## src/rtl/divider.sv

```systemverilog
// Multi-cycle unsigned divider: radix-2 restoring algorithm, one quotient bit per clock.
// A zero divisor skips the iteration and reports all-ones quotient with the dividend as remainder.
module divider #(
  parameter int DATA_WIDTH = 32
) (
  input  logic                  clk,
  input  logic                  rst_n,
  input  logic                  en,
  input  logic [DATA_WIDTH-1:0] op1,
  input  logic [DATA_WIDTH-1:0] op2,
  output logic [DATA_WIDTH-1:0] quot,
  output logic [DATA_WIDTH-1:0] rem,
  output logic                  val,
  output logic                  busy,
  output logic                  div_by_zero
);

  localparam int CW = $clog2(DATA_WIDTH + 1);

  localparam logic [1:0] IDLE = 2'd0;
  localparam logic [1:0] CALC = 2'd1;
  localparam logic [1:0] DONE = 2'd2;

  logic [1:0]            state_q, state_d;
  logic [CW-1:0]         cnt_q, cnt_d;
  logic [DATA_WIDTH-1:0] prem_q, prem_d;
  logic [DATA_WIDTH-1:0] acc_q, acc_d;
  logic [DATA_WIDTH-1:0] dvs_q, dvs_d;
  logic                  zero_q, zero_d;
  logic [DATA_WIDTH-1:0] quot_q, quot_d;
  logic [DATA_WIDTH-1:0] rem_q, rem_d;
  logic                  val_q, val_d;
  logic                  dbz_q, dbz_d;

  logic [DATA_WIDTH:0]   shifted;
  logic [DATA_WIDTH:0]   diff;

  // acc holds the remaining dividend bits and collects quotient bits from the LSB end.
  assign shifted = {prem_q, acc_q[DATA_WIDTH-1]};
  assign diff    = shifted - {1'b0, dvs_q};

  always_comb begin
    state_d = state_q;
    cnt_d   = cnt_q;
    prem_d  = prem_q;
    acc_d   = acc_q;
    dvs_d   = dvs_q;
    zero_d  = zero_q;
    quot_d  = quot_q;
    rem_d   = rem_q;
    val_d   = 1'b0;
    dbz_d   = dbz_q;
    case (state_q)
      IDLE: begin
        if (en) begin
          acc_d   = op1;
          dvs_d   = op2;
          prem_d  = '0;
          cnt_d   = '0;
          zero_d  = (op2 == '0);
          state_d = (op2 == '0) ? DONE : CALC;
        end
      end
      CALC: begin
        prem_d = diff[DATA_WIDTH] ? shifted[DATA_WIDTH-1:0] : diff[DATA_WIDTH-1:0];
        acc_d  = {acc_q[DATA_WIDTH-2:0], ~diff[DATA_WIDTH]};
        cnt_d  = cnt_q + 1'b1;
        if (cnt_q == CW'(DATA_WIDTH - 1)) begin
          state_d = DONE;
        end
      end
      DONE: begin
        // A zero divisor dwells one extra cycle here so its result lands two edges after the start.
        if (zero_q && cnt_q == '0) begin
          cnt_d = CW'(1);
        end else begin
          state_d = IDLE;
          val_d   = 1'b1;
          quot_d  = zero_q ? '1 : acc_q;
          rem_d   = zero_q ? acc_q : prem_q;
          dbz_d   = zero_q;
        end
      end
      default: state_d = IDLE;
    endcase
  end

  always_ff @(posedge clk or negedge rst_n) begin
    if (!rst_n) begin
      state_q <= IDLE;
      cnt_q   <= '0;
      prem_q  <= '0;
      acc_q   <= '0;
      dvs_q   <= '0;
      zero_q  <= 1'b0;
      quot_q  <= '0;
      rem_q   <= '0;
      val_q   <= 1'b0;
      dbz_q   <= 1'b0;
    end else begin
      state_q <= state_d;
      cnt_q   <= cnt_d;
      prem_q  <= prem_d;
      acc_q   <= acc_d;
      dvs_q   <= dvs_d;
      zero_q  <= zero_d;
      quot_q  <= quot_d;
      rem_q   <= rem_d;
      val_q   <= val_d;
      dbz_q   <= dbz_d;
    end
  end

  assign quot        = quot_q;
  assign rem         = rem_q;
  assign val         = val_q;
  assign div_by_zero = dbz_q;
  assign busy        = (state_q != IDLE);

endmodule
```

## config.mk

```make
export PLATFORM = sky130hd
export DESIGN_NAME = divider
export DESIGN_NICKNAME = d
export VERILOG_FILES = /design/src/rtl/divider.sv
export SDC_FILE = /design/constraint.sdc
export NUM_CORES = 1
export LEC_CHECK = 0
export BUFFER_PORTS_ARGS = -buffer_cell sky130_fd_sc_hd__buf_2
export CAP_MARGIN = 20
export CORE_ASPECT_RATIO = 0.7
export CORE_MARGIN = 1
export CORE_UTILIZATION = 54
export CTS_BUF_LIST = sky130_fd_sc_hd__clkbuf_8
export CTS_CLUSTER_SIZE = 40
export DETAILED_ROUTE_END_ITERATION = 10
export PLACE_DENSITY = 0.78
export SLEW_MARGIN = 30
export SYNTH_ARGS = -nofsm -noshare
export SYNTH_HDL_FRONTEND = slang
export SYNTH_SLANG_ARGS = --single-unit
```

## constraint.sdc

```tcl
create_clock -name clk -period 3.3 [get_ports clk]
set_input_delay 0.165 -clock clk [delete_from_list [all_inputs] [get_ports clk]]
set_output_delay 0.165 -clock clk [all_outputs]
set_load 0.1 [all_outputs]
```

==> flow_metrics.py <==
metrics = {
    "yosys": {
        "synth.avg_cell_area_um2": 9.51,
        "synth_cells": 984,
        "async_reset_ff_share_pct": 100,
        "yosys.cell_types.count": 60,
        "synth_ff_type": "dfrtp_1",
        "ys_warn_count": 0,
        "yosysSeqAreaShare_pct": 45.7,
        "ys_seq_elements": 171,
        "syn_nets": 1089,
        "synth_edf_count": 0,
        "syn-cell-area_um2": 9360,
    },
    "timing": {
        "rsz0062_at_grt": "yes",
        "worst_slew_pin_slew_ps": 929,
        "finClkSkew_ps": 15.3,
        "max_slew_margin_pct": 38.1,
        "hold_viol": 0,
        "finalCritPeriodShare_pct": 99.0,
        "drv_slew": 0,
        "period_needed_ps": 3270,
        "max_freq_mhz": 306,
        "worst_slack_ps": 33.4,
        "hold_slack_ps": 21.6,
        "final-setup-viol-count": 0,
    },
    "clock_network": {
        "clock_latency_ps": 480,
        "clockRootBuffer": "clkbuf_8",
        "cts_sinks": 171,
        "cts-htree-levels": 4,
        "cts_tree": "built",
        "cts.clk_slew.worst_paths_ps": 100,
        "cts_max_path_buffers": 2,
        "cts_buffers": 17,
    },
    "worst_setup_path": {
        "worstSetupPathType": "reg -> reg",
        "worstPathRequired_ps": 3630,
        "critical_path_arrival_ps": 3600,
        "cp-end-kind": "flip-flop",
        "path_depth": 15,
        "rr_startpoint": "acc_q[31]",
        "cp_slowest_cell": "dfrtp_1",
        "path_cells": "inv_2 -> ha_4 -> inv_2 -> fa_2 -> a211o_1 -> a2111oi_4 -> o21ai_2 -> a22o_1 -> o31ai_4 -> xnor2_2 -> buf_12 -> buf_12 -> buf_8 -> mux2i_1 -> o21ai_1",
        "ff2ff_path_depth": 15,
        "crit_buf_inv": 5,
        "reg2reg_slack_ps": 30,
        "critical_path.top_delay_family": "compound AO/OA/AOI/OAI gates",
        "cp_max_fo": 8,
        "crit_path_start_kind": "flip-flop",
        "cp_slowest_stage_delay_ps": 400,
        "r2r_end": "prem_q[20]",
    },
    "final_layout": {
        "final_nets": 1279,
        "area.growth.synth_to_final_pct": 22.3,
        "design_area_um2": 11400,
        "nFillCells": 1290,
        "diodes": 0,
        "drive_gt1_share_pct": 20.6,
    },
    "global_routing": {
        "grt_pass1_wl_mm": 39.4,
        "grt_max_degree": 84,
        "grt_usage_pct": 28.1,
        "grt_pass1_vias": 7494,
        "grt_overflow": 0,
        "antenna_found_initial": 0,
    },
    "placed_design": {
        "routabilityCongestion": 0.913,
        "place_ws_ps": -38.1,
        "io_buffers": 133,
        "dp.final_hpwl_mm": 16.9,
        "placed_area_um2": 10300,
    },
    "hold_path": {
        "hold_depth": 3,
        "min_from": "op1[6]",
        "min_path_type": "in -> reg",
        "worstHoldEndpoint": "acc_q[6]",
    },
    "power_and_ir_drop": {
        "vdd_ir_drop_max_uv": 676,
        "cellLeakagePower_nw": 5.34,
        "p_clk_share_pct": 14.8,
        "swShare_pct": 50.1,
        "p_total_mw": 10.1,
        "seq_power_share_pct": 32.5,
        "power_density_nw_per_um2": 878,
        "intPower_mw": 5.02,
        "p_sw_mw": 5.03,
        "power_frac_comb_pct": 52.7,
    },
    "floorplan": {
        "die_w_um": 159,
        "initial_utilization_pct": 56.2,
        "design.core.area_um2": 16600,
        "ios": 134,
        "die_h_um": 112,
        "die_area_um2": 17900,
        "row_count": 39,
    },
    "detailed_routing": {
        "drt_iter0_drc": 671,
        "vias_per_cell": 5.56,
        "antenna_left": 0,
        "drt_first_pass_iters": 6,
        "remaining_drc_errors": 0,
        "wl_mm": 24.2,
        "vias": 7846,
        "detail_route.wl_per_cell_um": 17.2,
    },
    "outcome": {
        "status": "finished clean",
    },
    "flow_run": {
        "cap_violations": 0,
    },
}
[kinds of logic (layout without fill, tap and decap cells)]
family	after synthesis	count (layout)	share of synthesized area [%]
AOI/OAI and AO/OA	241	241	15.5
xor gates and xnor gates	27	27	2.53
adders and majority gates	38	38	5.16
buffers and inverters	98	301	4.09
DFF	171	171	45.7
muxes	127	127	14.0
and+or+nand+nor	282	282	12.9
[power groups by stage]
stage | clock network (mW) | registers, mW | logic, mW
floorplan | 0 | 4.52 | 2.74
global placement | 0 | 3.25 | 5.04
detailed placement | 0 | 3.29 | 5.14
CTS | 1.52 | 3.25 | 5.21
global route | 1.60 | 3.35 | 5.74
finish | 1.49 | 3.27 | 5.30
[cells in the final DEF, fill, tap and decap left out, drive strengths merged, types with 5 or more instances in the layout]
cell type	count
dfrtp	171
buf	163
nand2	158
o21ai	140
mux2i	94
nor2	63
dlygate4sd3	58
inv	55
ha	37
mux2	33
a21oi	28
clkbuf	19
xnor2	15
a21o	13
nand3	12
xor2	12
nor4	11
o211ai	8
o21a	7
nand4	7
nor2b	6
o31ai	6
a2bb2oi	5
[what timing repair did]
| action | CTS | global route |
|---|---|---|
| endpoints found under the setup margin | 21 | 30 |
| gates cloned | 1 | 0 |
| hold endpoints to repair | 138 | 0 |
| gates resized for setup | 1 | 11 |
| pin swaps | 3 | 8 |
| hold buffers | 58 | 0 |
| setup buffers | 1 | 7 |
[sequential cells by signal, indices dropped and copies added (netlist names)]
name         flops
cnt_q            6
quot            32
div_by_zero      1
acc_q           32
state_q          2
val              1
zero_q           1
prem_q          32
dvs_q           32
rem             32
[synth_stat cells (all sizes together) (3+ instances only)]
library cell	n	area [um2]
o31ai	6	50.1
a2bb2oi	5	43.8
inv	48	180
mux2	33	372
clkbuf	41	154
o211ai	8	60.1
xor2	12	105
dfrtp	171	4280
nand2b	3	18.8
buf	9	48.8
mux2i	94	941
nor4	11	68.8
and3	3	18.8
a31oi	4	25.0
nand4	7	43.8
ha	37	463
a21o	13	97.6
nand3	12	60.1
nand2	158	593
and2	3	18.8
nor2	63	236
nor2b	6	37.5
a22o	3	26.3
a21oi	28	140
nor3	3	15.0
o21ai	140	704
xnor2	15	131
a211o	3	26.3
a211oi	3	22.5
o21a	7	52.6
[worst max path at each step]
stage | from | endpoint | slack [ps]
after floorplan | acc_q[31] | prem_q[10] | 30
after global placement | acc_q[31] | prem_q[28] | 110
after detailed placement | acc_q[31] | prem_q[11] | -40
after CTS | acc_q[31] | prem_q[21] | 30
after global routing | acc_q[31] | prem_q[15] | -100
final | acc_q[31] | prem_q[20] | 30
[stage by stage]
| step | TNS [ps] | util, % | cells |
|---|---|---|---|
| floorplan | 0 | - | 984 |
| global placement | 0 | 62.1 | 1314 |
| detailed placement | -195 | 62.1 | 1314 |
| CTS | 0 | 68.4 | 1406 |
| global route | -609 | 68.8 | 1412 |
| finish | 0 | 68.8 | 1412 |
[cell type report]
type	count	area [um2]	share of cell area, %
inverter	48	180	1.57
tap	225	282	2.46
clock inverter	13	133	1.16
timing repair buffer	221	1550	13.6
sequential	171	4280	37.4
multi-input combinational	715	4760	41.6
clock buffer	19	262	2.28
[worst register-to-register path, cell delays in order, from the launching register on]
cell	delay [ps]
dfrtp_1	400
inv_2	80
ha_4	130
inv_2	40
fa_2	360
a211o_1	340
a2111oi_4	390
o21ai_2	100
a22o_1	220
o31ai_4	200
xnor2_2	170
buf_12	150
buf_12	130
buf_8	130
mux2i_1	180
o21ai_1	70
[routing by layer]
layer  wire length (um)  global-route usage, %  vias up  part of all wire, %
li1                   -                      -     3820                    -
met2              10200                   40.6      263                   42
met4                161                   5.38        0                 0.66
met1              12000                   43.1     3747                   50
met5                  0                      0        -                    0
met3               1790                   6.58       16                  7.4
Note: power is estimated with default switching activity, not from simulation.
